==> config.mk <==
export PLATFORM = sky130hd
export DESIGN_NAME = seq_alu
export DESIGN_NICKNAME = d
export VERILOG_FILES = /design/src/rtl/seq_alu.sv
export SDC_FILE = /design/constraint.sdc
export NUM_CORES = 1
export LEC_CHECK = 0
export ABC_AREA = 1
export ABC_CLOCK_PERIOD_IN_PS = 3590
export BUFFER_PORTS_ARGS = -buffer_cell sky130_fd_sc_hd__buf_2
export CAP_MARGIN = 20
export CORE_MARGIN = 2
export CORE_UTILIZATION = 52
export DETAILED_ROUTE_END_ITERATION = 8
export GPL_ROUTABILITY_DRIVEN = 0
export HOLD_SLACK_MARGIN = 0.06
export PLACE_DENSITY = 0.79
export SYNTH_ARGS = -nofsm -noshare
export SYNTH_HDL_FRONTEND = slang
export SYNTH_SLANG_ARGS = --single-unit
==> constraint.sdc <==
create_clock -name clk -period 3.59 [get_ports clk]
set_input_delay 0.359 -clock clk [delete_from_list [all_inputs] [get_ports clk]]
set_output_delay 0.359 -clock clk [all_outputs]
set_load 0.005 [all_outputs]
==> src/rtl/seq_alu.sv <==
// seq_alu: registered ALU with a start/busy/done handshake.
// Single-cycle ops (add/sub/logic/compare/shift) finish one cycle after start.
// When the SEQ_ALU_MULDIV_EN macro is defined, mul/divu/remu run iteratively:
// one bit per cycle, WIDTH cycles in RUN, then DONE.
// Without the macro, codes 1000-1010 behave like any undefined code (result 0)
// and the RUN state is not built.
module seq_alu #(
    parameter int WIDTH = 32
) (
    input  logic             clk,
    input  logic             reset,
    input  logic             start,
    input  logic [WIDTH-1:0] SrcA,
    input  logic [WIDTH-1:0] SrcB,
    input  logic [3:0]       ALUControl,
    output logic             busy,
    output logic             done,
    output logic [WIDTH-1:0] ALUResult,
    output logic             Zero
);

    localparam int SHW = $clog2(WIDTH);

    localparam logic [1:0] ST_IDLE = 2'd0;
    localparam logic [1:0] ST_DONE = 2'd2;

    localparam logic [3:0] OP_ADD  = 4'b0000;
    localparam logic [3:0] OP_SUB  = 4'b0001;
    localparam logic [3:0] OP_AND  = 4'b0010;
    localparam logic [3:0] OP_OR   = 4'b0011;
    localparam logic [3:0] OP_XOR  = 4'b0100;
    localparam logic [3:0] OP_SLT  = 4'b0101;
    localparam logic [3:0] OP_SLTU = 4'b0110;
    localparam logic [3:0] OP_SLL  = 4'b0111;
`ifdef SEQ_ALU_MULDIV_EN
    localparam logic [1:0] ST_RUN  = 2'd1;
    localparam logic [3:0] OP_MUL  = 4'b1000;
    localparam logic [3:0] OP_DIVU = 4'b1001;
    localparam logic [3:0] OP_REMU = 4'b1010;
    localparam int         CNTW    = $clog2(WIDTH);
`endif

    // Result of every op that completes in the launch cycle. With mul/div
    // enabled this also covers divide-by-zero, which skips iteration.
    function automatic logic [WIDTH-1:0] alu_single(
        input logic [3:0]       op,
        input logic [WIDTH-1:0] a,
        input logic [WIDTH-1:0] b
    );
        logic [WIDTH-1:0] r;
        case (op)
            OP_ADD:  r = a + b;
            OP_SUB:  r = a - b;
            OP_AND:  r = a & b;
            OP_OR:   r = a | b;
            OP_XOR:  r = a ^ b;
            OP_SLT:  r = {{(WIDTH-1){1'b0}}, ($signed(a) < $signed(b))};
            OP_SLTU: r = {{(WIDTH-1){1'b0}}, (a < b)};
            OP_SLL:  r = a << b[SHW-1:0];
`ifdef SEQ_ALU_MULDIV_EN
            // Only reached with b == 0: quotient saturates, remainder is a.
            OP_DIVU: r = {WIDTH{1'b1}};
            OP_REMU: r = a;
`endif
            default: r = {WIDTH{1'b0}};
        endcase
        return r;
    endfunction

    logic [1:0]       state_r;
    logic [1:0]       state_s;
    logic [WIDTH-1:0] result_r;
    logic [WIDTH-1:0] result_s;
    logic             zero_r;
    logic             done_r;

`ifdef SEQ_ALU_MULDIV_EN
    // acc_r: partial product (mul) or partial remainder (div).
    // opa_r: shifted multiplicand (mul) or dividend/quotient shift register (div).
    // opb_r: shifted multiplier (mul) or divisor (div).
    logic [CNTW-1:0]  cnt_r;
    logic [3:0]       op_r;
    logic [WIDTH-1:0] acc_r;
    logic [WIDTH-1:0] opa_r;
    logic [WIDTH-1:0] opb_r;
    logic             busy_r;
    logic [WIDTH-1:0] acc_nx_s;
    logic [WIDTH-1:0] opa_nx_s;
    logic [WIDTH-1:0] opb_nx_s;
    logic [WIDTH-1:0] iter_res_s;
    logic [WIDTH:0]   shifted_s;
    logic [WIDTH:0]   diff_s;
    logic             launch_iter_s;

    // Decide whether an accepted start goes through the iterative path.
    always_comb begin
        launch_iter_s = 1'b0;
        if (((ALUControl == OP_MUL) || (ALUControl == OP_DIVU) || (ALUControl == OP_REMU))
            && (SrcB != {WIDTH{1'b0}})) begin
            launch_iter_s = 1'b1;
        end else begin
            launch_iter_s = 1'b0;
        end
    end

    // One shift-add multiply step or one restoring divide step.
    always_comb begin
        shifted_s  = {acc_r, opa_r[WIDTH-1]};
        diff_s     = shifted_s - {1'b0, opb_r};
        acc_nx_s   = acc_r;
        opa_nx_s   = opa_r;
        opb_nx_s   = opb_r;
        iter_res_s = {WIDTH{1'b0}};
        if (op_r == OP_MUL) begin
            acc_nx_s = opb_r[0] ? (acc_r + opa_r) : acc_r;
            opa_nx_s = opa_r << 1;
            opb_nx_s = opb_r >> 1;
        end else if (!diff_s[WIDTH]) begin
            // Trial subtraction fits: keep it and shift in a quotient 1.
            acc_nx_s = diff_s[WIDTH-1:0];
            opa_nx_s = {opa_r[WIDTH-2:0], 1'b1};
        end else begin
            // Restore: keep the shifted remainder and shift in a quotient 0.
            acc_nx_s = shifted_s[WIDTH-1:0];
            opa_nx_s = {opa_r[WIDTH-2:0], 1'b0};
        end
        case (op_r)
            OP_MUL:  iter_res_s = acc_nx_s;
            OP_DIVU: iter_res_s = opa_nx_s;
            default: iter_res_s = acc_nx_s;
        endcase
    end

    // Iteration registers: load on launch, step while in RUN.
    always_ff @(posedge clk) begin
        if (reset) begin
            cnt_r <= {CNTW{1'b0}};
            op_r  <= 4'b0000;
            acc_r <= {WIDTH{1'b0}};
            opa_r <= {WIDTH{1'b0}};
            opb_r <= {WIDTH{1'b0}};
        end else if (((state_r == ST_IDLE) || (state_r == ST_DONE)) && start && launch_iter_s) begin
            cnt_r <= CNTW'(WIDTH - 1);
            op_r  <= ALUControl;
            acc_r <= {WIDTH{1'b0}};
            opa_r <= SrcA;
            opb_r <= SrcB;
        end else if (state_r == ST_RUN) begin
            cnt_r <= cnt_r - CNTW'(1);
            acc_r <= acc_nx_s;
            opa_r <= opa_nx_s;
            opb_r <= opb_nx_s;
        end
    end

    // busy is registered from the next state so it tracks RUN exactly.
    always_ff @(posedge clk) begin
        if (reset) begin
            busy_r <= 1'b0;
        end else begin
            busy_r <= (state_s == ST_RUN);
        end
    end

    assign busy = busy_r;
`else
    assign busy = 1'b0;
`endif

    // Next-state and next-result selection for the IDLE/RUN/DONE sequencer.
    always_comb begin
        state_s  = state_r;
        result_s = result_r;
        case (state_r)
            ST_IDLE, ST_DONE: begin
                if (start) begin
`ifdef SEQ_ALU_MULDIV_EN
                    if (launch_iter_s) begin
                        state_s = ST_RUN;
                    end else begin
                        state_s  = ST_DONE;
                        result_s = alu_single(ALUControl, SrcA, SrcB);
                    end
`else
                    state_s  = ST_DONE;
                    result_s = alu_single(ALUControl, SrcA, SrcB);
`endif
                end else begin
                    state_s = ST_IDLE;
                end
            end
`ifdef SEQ_ALU_MULDIV_EN
            ST_RUN: begin
                if (cnt_r == {CNTW{1'b0}}) begin
                    state_s  = ST_DONE;
                    result_s = iter_res_s;
                end else begin
                    state_s = ST_RUN;
                end
            end
`endif
            default: begin
                state_s = ST_IDLE;
            end
        endcase
    end

    // State, result, Zero and done registers; result only moves on DONE entry.
    always_ff @(posedge clk) begin
        if (reset) begin
            state_r  <= ST_IDLE;
            result_r <= {WIDTH{1'b0}};
            zero_r   <= 1'b1;
            done_r   <= 1'b0;
        end else begin
            state_r  <= state_s;
            result_r <= result_s;
            zero_r   <= (result_s == {WIDTH{1'b0}});
            done_r   <= (state_s == ST_DONE);
        end
    end

    assign done      = done_r;
    assign ALUResult = result_r;
    assign Zero      = zero_r;

endmodule
-- Word-level counts from Yosys, hierarchy flattened
Index checks and enable logic that the tools add are counted.
- logic and storage cells: 30
- bits of input ports: 71
- output and inout bits: 35
- register bits after elaboration: 36
- add/sub/neg operators: 2
- reduce and logical (&&, ||, !) cells: 4
- $lt $le $gt $ge: 2
- eq/ne operators: 9
- shift-type cells: 1
- bitwise logic cells: 3
- muxes and demuxes: 5
- operator list (kind ; number):
    case mux 32 bit (8 select lines) ; 1
    less-than comparator 32 bit ; 2
    2-to-1 mux 32 bit ; 2
    adder 32 bit ; 1
    bitwise AND 32 bit ; 1
    zero test 32 bit ; 1
    OR 32 bit ; 1
    << shifter 32 x 5 -> 32 bit ; 1
    subtractor 32 bit ; 1
    bitwise XOR 32 bit ; 1
    equality test 4 x 3 -> 1 bit, second input constant ; 4
    equality test 4 x 2 -> 1 bit, second input constant ; 2
    equality test 2 bit, second input constant ; 2
    equality test 4 x 1 -> 1 bit, second input constant ; 1
    zero test 4 bit ; 1
    2-to-1 mux 2 bit ; 2
    zero test 2 bit ; 1
    OR reduction 2 bit ; 1

-- Depth between registers and ports, before layout
Gate-level depths: netlist of run 1.
- depth after elaboration: 5
- depth in mapped cells: 25
- gate-level depth less buffers: 23

-- Least setup slack after synthesis of run 1
Ideal clock, no wire load.
- path kind: input -> register
- start: input SrcB[3]
- end: register zero_r, in the netlist Zero
- setup time: 0.058 ns
- stages: 24
- path buffers: 3
- required time: 3.532 ns
- slack: 0.909 ns
- arrival: 2.623 ns
- cell sequence: buf_2 -> inv_2 -> clkbuf_1 -> ha_1 -> buf_6 -> inv_4 -> nand2_1 -> nor2_2 -> nand3_1 -> nand2_1 -> nand2_2 -> nand2_1 -> nand2_1 -> nand2_1 -> nand2_1 -> nand3_2 -> nand3_2 -> nand2_2 -> nand2_2 -> nor2_2 -> nand3_1 -> nor2_1 -> nand2_1 -> nand2_1
- cells in the longest elaborated chain, start to end: 5
- elaborated cells between the ends (all ways): 12
- those cells by class: add/sub: 2; order compare: 2; shift: 1; mux: 3; bitwise: 3; reduce/logical: 1
- RTL lines (what ; RTL line ; source):
    start, declared ; 14 ; input logic [WIDTH-1:0] SrcB,
    subtractor 32 bit (tied with other cells) ; 53 ; OP_SUB: r = a - b;
    case mux 32 bit (8 select lines) * ; 51 ; case (op)
    2-to-1 mux 32 bit * ; 176 ; if (start) begin
    2-to-1 mux 32 bit * ; 174 ; case (state_r)
    zero test 32 bit * ; 218 ; zero_r <= (result_s == {WIDTH{1'b0}});
    end signal, assigned ; 218 ;
    end, declared ; 74 ; logic zero_r;
Mark *: on every way between the ends. The rest lies on a longest branch, timed or not.
A chain may end at the register's enable or synchronous reset.

-- Worst setup path after layout of run 1
- start: input SrcB[0]
- end: register zero_r, in the netlist Zero
Same word-level chain as after synthesis.

==> summary.txt, run 1 <==
Routed Antenna Nets - 0
Count leader, synth - nand2_1
Hold_ws - 486 ps
Crit path kind - primary input to register
Syn_area_per_cell - 5.29 um2
CP Capture Type - register
Gr ovfl total - 0
Die area - 0.0205 mm2
Main flop type after synthesis - dfxtp_1
Met2 WL post-DR - 15400 um
Fin crit period - 2960 ps
Number of global-route vias before repair - 11610
Initial Utilization - 53.4%
Row count - 50
Clock share of power - 19.2%
Slowest CP cell - buf_4
Final Util - 56.6%
Register area share after synthesis - 6.77%
TritonCTS buffer count - 5
DR top layer - met4
Total Wirelength - 38800 um
Post-CTS setup buffers - 0
Combinational group share of total power - 63.0%
Startpoint class of the critical path - primary input
Setup violators final - 0
CTS tree - yes
CP max FO - 50
Max frequency - 338 MHz
Post-synth cell types - 46
Yosys top cell area share - 22.2%
Largest stage delay, worst path - 450 ps
Synthesis Warnings - 0
Met1 Wirelength - 14100 um
Synth area leader - nand2_1
Fin worst setup slack - 631 ps
Switching pwr - 1180 uW
Wire per inst - 17.6 um
Worst Path Arrival - 3180 ps
Maximum number of pins on one net before global-route repair - 51
Worst vdd ir - 0.000217 V
Async SR Flop Fraction - 0%
# Max-Cap Violations - 0
GRT Total Usage - 36.8%
Crit path buffers/inverters - 3
Synth top area cells - nand2_1, nand3_1, ha_1
DP Area - 0.0105 mm2
Final #Nets - 2136
Most instantiated cells after synthesis - nand2_1, nand3_1, inv_1
IO Count - 106
Data required time of the critical path - 3810 ps
Wire length on met3 - 5660 um
Die Height - 143 um
Clk_lat worst skew - 280 ps
Dpl ws - 571 ps
PostCTS Resize Cnt - 0
EDFF count, synth - 0
Relative slew slack - 37.9%
DR iter-0 viols - 2282
Vias/cell - 5.90
Post-Syn Nets - 2089
Hold-fix buffers, CTS - 0
P per Cell Area - 213 mW/mm2
Internal power - 1090 uW
Top cell by count, worst path - nand2_1
Die width - 143 um
Unrepaired setup endpoints after global routing - false
Setup TNS - 0 ps
Share of layout cells above drive strength 1 - 11.3%
Via count - 13039
Leakage - 0.00614 uW
Final Hold Viols - 0
Ant. Diodes - 0
Port-buffer cells - 104
Syn-to-layout area delta - 6.07%
Synthesized cell area - 0.0101 mm2
Status - finished clean
Initial antenna violation count - 0
Number of synthesized register bits - 34
Post-DP HPWL - 31500 um
Skew final - 5.81 ps
Net Sw Frac - 52.0%
Slew @ Worst Pin - 931 ps
Hold Path Class - register to register
Core Box Area - 0.0188 mm2
CTS Buffer Depth - 2
TritonRoute pass-1 iters - 7
H-tree depth - 2
Crit path max-delay family - simple AND/OR/NAND/NOR gates
Max Transition Viols Final - 0
Number of remaining DRC errors - 0
Design area - 0.0107 mm2
Synth Instances - 1902
Clock transition at path regs - 60 ps
Global-route wire length before repair - 59200 um
Flop pwr share - 17.9%
Sequence of cells on the critical path - buf_2 > buf_4 > inv_4 > nand2_1 > nand3_1 > nand3_1 > nand3_1 > nand2_1 > o21ai_1 > a21oi_1 > nand3_1 > nand2_1 > nand2_1 > nor2_1 > nand3_1 > nor2_1 > nand2_1 > nand2_1
Clock root cell - clkbuf_16
Period utilization - 82.4%
Clk sinks - 34
layout by cell type (no fill, tap or decap), types with 2 or more instances in the layout:
cell type	Yosys	routed
nand3_2	5	5
o21bai_1	9	9
inv_2	21	21
buf_2	26	104
inv_1	290	290
nor4_1	2	2
o22ai_1	27	27
dfxtp_1	34	34
nand4_1	24	24
a21boi_1	5	5
and3_1	2	2
nor2_2	19	20
nor3_1	12	12
o211ai_1	9	9
nor3_2	2	2
fa_1	2	2
a21oi_2	9	9
nor2_1	147	146
o21ai_1	15	15
nand2_1	594	594
clkbuf_16	0	5
buf_4	22	15
nand2_2	24	24
nand3b_1	4	4
inv_4	2	2
a21oi_1	90	90
a31oi_1	3	3
nor2_4	4	4
nand3_1	309	309
o21ai_0	32	32
ha_1	114	114
stage by stage:
step / cells / total power [uW]
after detailed placement: 2202 / 1770
after global placement: 2202 / 1750
after global routing: 2210 / 2420
final: 2210 / 2270
after CTS: 2210 / 2210
after floorplan: 1902 / 1390
flip-flops by register name, summed over array words and instances (netlist names):
register / cells
Zero: 1
ALUResult: 32
done: 1
power by group through the flow:
stage | registers (uW) | clock network [uW] | logic (uW)
final | 406 | 435 | 1430
after CTS | 406 | 441 | 1360
after global placement | 413 | 0 | 1330
after global routing | 407 | 461 | 1550
after detailed placement | 413 | 0 | 1350
after floorplan | 415 | 0 | 978
cell families (layout without fill, tap and decap cells):
family / after synthesis / after routing / synth area share (%)
and+or+nand+nor: 1154 / 1154 / 50.1
xor gates and xnor gates: 1 / 1 / 0.0871
AOI/OAI and AO/OA: 203 / 203 / 11.6
DFF: 34 / 34 / 6.77
other: 1 / 1 / 0.0373
adders and majority gates: 116 / 116 / 14.6
buffers and inverters: 393 / 441 / 16.8
per-layer routing:
metal | track usage [%] | vias to the layer above
met2 | 53.3 | 1059
met4 | 28.6 | 0
met3 | 9.39 | 241
met5 | 0 | -
li1 | - | 6120
met1 | 46.1 | 5619
tightest hold or removal path, cell delays in order, from the launching register on:
cell     delay (ps)
dfxtp_1         300
nand2_1          70
a21oi_1          60
area by class of cell:
cell class,instances,area (um2)
Tap cell,260,325
Sequential cell,34,681
Timing Repair Buffer,119,633
Fill cell,1961,8170
Clock inverter,2,12.5
Clock buffer,6,139
Inverter,314,1180
Multi-Input combinational cell,1475,7690
path summary, 6_finish.rpt:
kind                              startpoint            to  slack, ps  depth (start not counted)
worst max-delay path                 SrcB[0]          Zero        630                         18
worst min-delay path            ALUResult[9]  ALUResult[9]        490                          2
worst max register to register  ALUResult[1]          Zero       2170                         12
worst min register to register  ALUResult[9]  ALUResult[9]        490                          2
(Power assumes the default switching activity.)
==> run 2: changes to the inputs <==
==> config.mk (replaced) <==
export PLATFORM = sky130hd
export DESIGN_NAME = seq_alu
export DESIGN_NICKNAME = d
export VERILOG_FILES = /design/src/rtl/seq_alu.sv
export SDC_FILE = /design/constraint.sdc
export NUM_CORES = 1
export LEC_CHECK = 0
export ABC_AREA = 0
export ABC_CLOCK_PERIOD_IN_PS = 2600
export BUFFER_PORTS_ARGS = -buffer_cell sky130_fd_sc_hd__buf_2
export CAP_MARGIN = 20
export CORE_MARGIN = 2
export CORE_UTILIZATION = 52
export DETAILED_ROUTE_END_ITERATION = 8
export GPL_ROUTABILITY_DRIVEN = 0
export HOLD_SLACK_MARGIN = 0.06
export PLACE_DENSITY = 0.82
export SYNTH_ARGS = -nofsm -noshare
export SYNTH_HDL_FRONTEND = slang
export SYNTH_SLANG_ARGS = --single-unit
==> constraint.sdc (replaced) <==
create_clock -name clk -period 2.6 [get_ports clk]
set_input_delay 0.26 -clock clk [delete_from_list [all_inputs] [get_ports clk]]
set_output_delay 0.26 -clock clk [all_outputs]
set_load 0.005 [all_outputs]
==> run 2 against run 1 <==
Compared with the run above: the flow now stops in global routing; synthesized cell count shrank 32%; synthesized area shrank 8.2%.
==> summary.txt, run 2 <==
Die Height - 137 um
Exit stage - global routing
Post-Syn Nets - 1475
Synthesized cell area - 0.00923 mm2
Synth top area cells - ha_1, dfxtp_1, a21oi_1
Initial Utilization - 53.3%
Global-route wire length before repair - 120000 um
Dpl ws - -1470 ps
GRT Total Usage - 84.0%
Post-DP HPWL - 40700 um
Yosys top cell area share - 15.5%
Main flop type after synthesis - dfxtp_1
Placed Cells - 2036
H-tree depth - 2
Die width - 137 um
Synth area leader - ha_1
CTS Buffer Depth - 2
IO Count - 106
Error Message - [ERROR GRT-0116] Global routing finished with congestion. Check the congestion regions in the DRC Viewer.
TritonCTS buffer count - 5
Clock root cell - clkbuf_16
Number of global-route vias before repair - 18382
Number of synthesized register bits - 34
Syn_area_per_cell - 7.16 um2
Count leader, synth - nor2_1
Register area share after synthesis - 7.38%
Post-synth cell types - 102
Synthesis Warnings - 0
Maximum number of pins on one net before global-route repair - 33
Gr ovfl total - 225
Most instantiated cells after synthesis - nor2_1, ha_1, a21oi_1, nand2_1, inv_1
Row count - 48
Port-buffer cells - 104
Async SR Flop Fraction - 0%
Status - stopped before the end
EDFF count, synth - 0
Clk sinks - 34
Hold-fix buffers, CTS - 0
Synth Instances - 1288
[run 2: cells by family after synthesis]
| family | after synthesis | share of synthesized area [%] |
|---|---|---|
| xor gates and xnor gates | 13 | 1.23 |
| other | 1 | 0.0406 |
| AOI/OAI and AO/OA | 404 | 30.3 |
| adders and majority gates | 116 | 15.9 |
| DFF | 34 | 7.38 |
| muxes | 80 | 11.9 |
| and+or+nand+nor | 447 | 24.4 |
| buffers and inverters | 193 | 8.90 |
[run 2: routing by layer]
| metal | GRT usage, % | overflow |
|---|---|---|
| met3 | 75.4 | 8 |
| met1 | 82.1 | 13 |
| met5 | 58.9 | 1 |
| met4 | 83.9 | 68 |
| met2 | 95.5 | 135 |
[run 2: repair_timing]
action	4_1_cts
endpoints found under the hold margin	0
setup endpoints to repair	16
resized for setup	152
gates cloned	1
pin swaps	54
buffers inserted	19
[run 2: stage by stage]
| step | cell area, um2 | TNS, ps |
|---|---|---|
| floorplan | 9500 | -2480 |
| global placement | 13700 | -8300 |
| detailed placement | 13700 | -11280 |
| CTS | 14700 | -3000 |
==> run 3: changes to the inputs <==
==> config.mk (replaced) <==
export PLATFORM = sky130hd
export DESIGN_NAME = seq_alu
export DESIGN_NICKNAME = d
export VERILOG_FILES = /design/src/rtl/seq_alu.sv
export SDC_FILE = /design/constraint.sdc
export NUM_CORES = 1
export LEC_CHECK = 0
export ABC_AREA = 0
export ABC_CLOCK_PERIOD_IN_PS = 3400
export BUFFER_PORTS_ARGS = -buffer_cell sky130_fd_sc_hd__buf_2
export CAP_MARGIN = 20
export CORE_MARGIN = 2
export CORE_UTILIZATION = 37
export DETAILED_ROUTE_END_ITERATION = 8
export GPL_ROUTABILITY_DRIVEN = 0
export PLACE_DENSITY_LB_ADDON = 0.15
export SYNTH_ARGS = -nofsm -noshare
export SYNTH_HDL_FRONTEND = slang
export SYNTH_SLANG_ARGS = --single-unit
==> constraint.sdc (replaced) <==
create_clock -name clk -period 3.4 [get_ports clk]
set_input_delay 0.34 -clock clk [delete_from_list [all_inputs] [get_ports clk]]
set_output_delay 0.34 -clock clk [all_outputs]
set_load 0.005 [all_outputs]
==> run 3 against run 2 <==
Compared with the run above: the flow now finishes, with violations (negative setup slack); synthesized cell count stayed put; synthesized area did not move.
==> summary.txt, run 3 <==
CP max FO - 6
IO Count - 106
Hold Crit Depth - 2
Ant. Diodes - 0
Skew final - 10.6 ps
TritonRoute pass-1 iters - 5
Clk sinks - 34
Worst hold path startpoint - ALUResult[29]
Max FFs per register - 32
Leakage - 0.00685 uW
Worst Path Arrival - 3910 ps
Clk_lat worst skew - 310 ps
Synthesized cell area - 0.00923 mm2
Initial antenna violation count - 0
Routed Antenna Nets - 0
Largest family of logic cells by synthesized area - compound AO/OA/AOI/OAI gates
Post-synthesis mux area share - 11.9%
Fill cells - 2274
R2R cell count - 10
Reg-to-reg critical path endpoint - Zero
CTS Buffer Depth - 2
Via count - 12826
Max Transition Viols Final - 0
H-tree depth - 2
Initial Utilization - 37.8%
Number of remaining DRC errors - 0
Non-Filler Instances - 2128
TritonCTS buffer count - 5
Yosys top cell area share - 15.5%
Setup violators final - 1
GRT Total Usage - 36.0%
CP Capture Type - register
XOR/XNOR Fraction of Synth Area - 1.23%
Leading cell type in the layout, fill and taps excluded - buf_4
Relative slew slack - 46.5%
Count leader, synth - nor2_1
Final #Nets - 1990
Failing checks - negative setup slack
Synthesis Warnings - 0
DR iter-0 viols - 1654
Most instantiated cells after synthesis - nor2_1, ha_1, a21oi_1, nand2_1, inv_1
Period utilization - 109%
Main flop type after synthesis - dfxtp_1
Core Box Area - 0.0244 mm2
Hold-fix buffers, CTS - 0
Final Hold Viols - 0
EDFF count, synth - 0
Adder-cell share of the synthesized area - 15.9%
Die area - 0.0262 mm2
Number of synthesized register bits - 34
Worst vdd ir - 0.000186 V
Maximum number of pins on one net before global-route repair - 33
Gr ovfl total - 0
P per Cell Area - 228 mW/mm2
Global-route wire length before repair - 72300 um
Wire per inst - 22.5 um
Die width - 162 um
CTS tree - yes
Setup TNS - -291 ps
Register area share after synthesis - 7.38%
Fin worst setup slack - -291 ps
Number of global-route vias before repair - 12258
Share of layout cells above drive strength 1 - 43.5%
Commonest non-fill, non-tap cells in the layout - buf_4, nor2_1, nand2_1, buf_2, a21oi_1
Unrepaired setup endpoints after global routing - true
Async SR Flop Fraction - 0%
Status - finished with violations
# Max-Cap Violations - 0
Worst r2r src - ALUResult[27]
Slew @ Worst Pin - 795 ps
Port-buffer cells - 104
Synth area leader - ha_1
Hold EP - ALUResult[29]
Syn-to-layout area delta - 57.6%
Max frequency - 271 MHz
Post-synth cell types - 102
Synth top area cells - ha_1, dfxtp_1, a21oi_1
Fin crit period - 3690 ps
Hold Path Class - register to register
Syn_area_per_cell - 7.16 um2
Placed Cells - 2093
Flop2flop setup slack - 330 ps
Die Height - 162 um
Post-Syn Nets - 1475
Post-DP HPWL - 38600 um
Row count - 57
Vias/cell - 6.03
Crit path kind - primary input to register
Data required time of the critical path - 3620 ps
Clock root cell - clkbuf_16
Synth Area in Simple Gates - 24.4%
Startpoint class of the critical path - primary input
Compound-Gate Fraction of Synth Area - 30.3%
Total Wirelength - 47900 um
Synth Instances - 1288
Clock transition at path regs - 60 ps
run 3: cell type report:
cell class                 count  area (um2)  area share (%)
inverter                     103         433            2.98
multi-input combinational   1061        8360            57.5
tap                          324         405            2.79
timing repair buffer         598        4470            30.7
clock buffer                   5         125           0.861
sequential                    34         681            4.68
clock inverter                 3        68.8           0.473
run 3: worst max path at each step:
| stage | slack [ps] | cells after the start | end | startpoint |
|---|---|---|---|---|
| final | -290 | 13 | Zero | SrcB[0] |
| after global routing | -380 | 14 | Zero | SrcB[0] |
| after CTS | -80 | 15 | Zero | SrcB[1] |
| after detailed placement | -670 | 17 | Zero | SrcA[0] |
| after global placement | -530 | 17 | Zero | SrcA[0] |
| after floorplan | -220 | 16 | Zero | SrcB[1] |
run 3: power by group:
part / switching, uW / internal (uW) / total (uW)
clock: 225 / 423 / 648
combinational: 1170 / 1060 / 2230
sequential: 14.3 / 421 / 436
run 3: what timing repair did:
item / CTS / global route
setup endpoints to repair: 1 / 2
cloned: 2 / 0
pin swaps: 54 / 14
setup buffers: 20 / 4
gates resized for setup: 125 / 21
run 3: logic make-up (layout without fill, tap and decap cells):
kind of cell,after synthesis,count (layout)
xor gates and xnor gates,13,13
and+or+nand+nor,447,447
AOI/OAI and AO/OA,404,404
DFF,34,34
muxes,80,80
other,1,1
buffers and inverters,193,709
adders and majority gates,116,116
run 3: metal layers:
| metal | GRT usage, % | vias to the layer above | share of wire [%] |
|---|---|---|---|
| li1 | - | 5804 | - |
| met1 | 46.4 | 5950 | 39 |
| met2 | 56.1 | 876 | 43 |
| met3 | 7.35 | 196 | 11 |
| met4 | 20.2 | 0 | 6.6 |
| met5 | 0 | - | 0 |
run 3: worst max-delay path, cell delays in order:
cell and delay, ps:
buf_12 110, bufbuf_16 280, mux2_2 370, mux2_2 300
mux2i_1 180, o21ai_0 310, a21oi_1 250, a41o_1 200
nand4_1 270, nor4bb_1 350, nand4_1 230, or4_4 540
o31ai_2 170
run 3: metrics by stage:
| step | cell area, um2 | util, % | hold slack [ps] | setup WS (ps) | power (uW) |
|---|---|---|---|---|---|
| after global placement | 13400 | 55.1 | 467 | -529 | 2410 |
| after floorplan | 9430 | - | 409 | -218 | 1420 |
| after detailed placement | 13400 | 55.1 | 470 | -672 | 2420 |
| after global routing | 14500 | 59.6 | 498 | -379 | 3450 |
| after CTS | 14400 | 59.1 | 481 | -76.9 | 3220 |
| final | 14500 | 59.6 | 480 | -291 | 3310 |
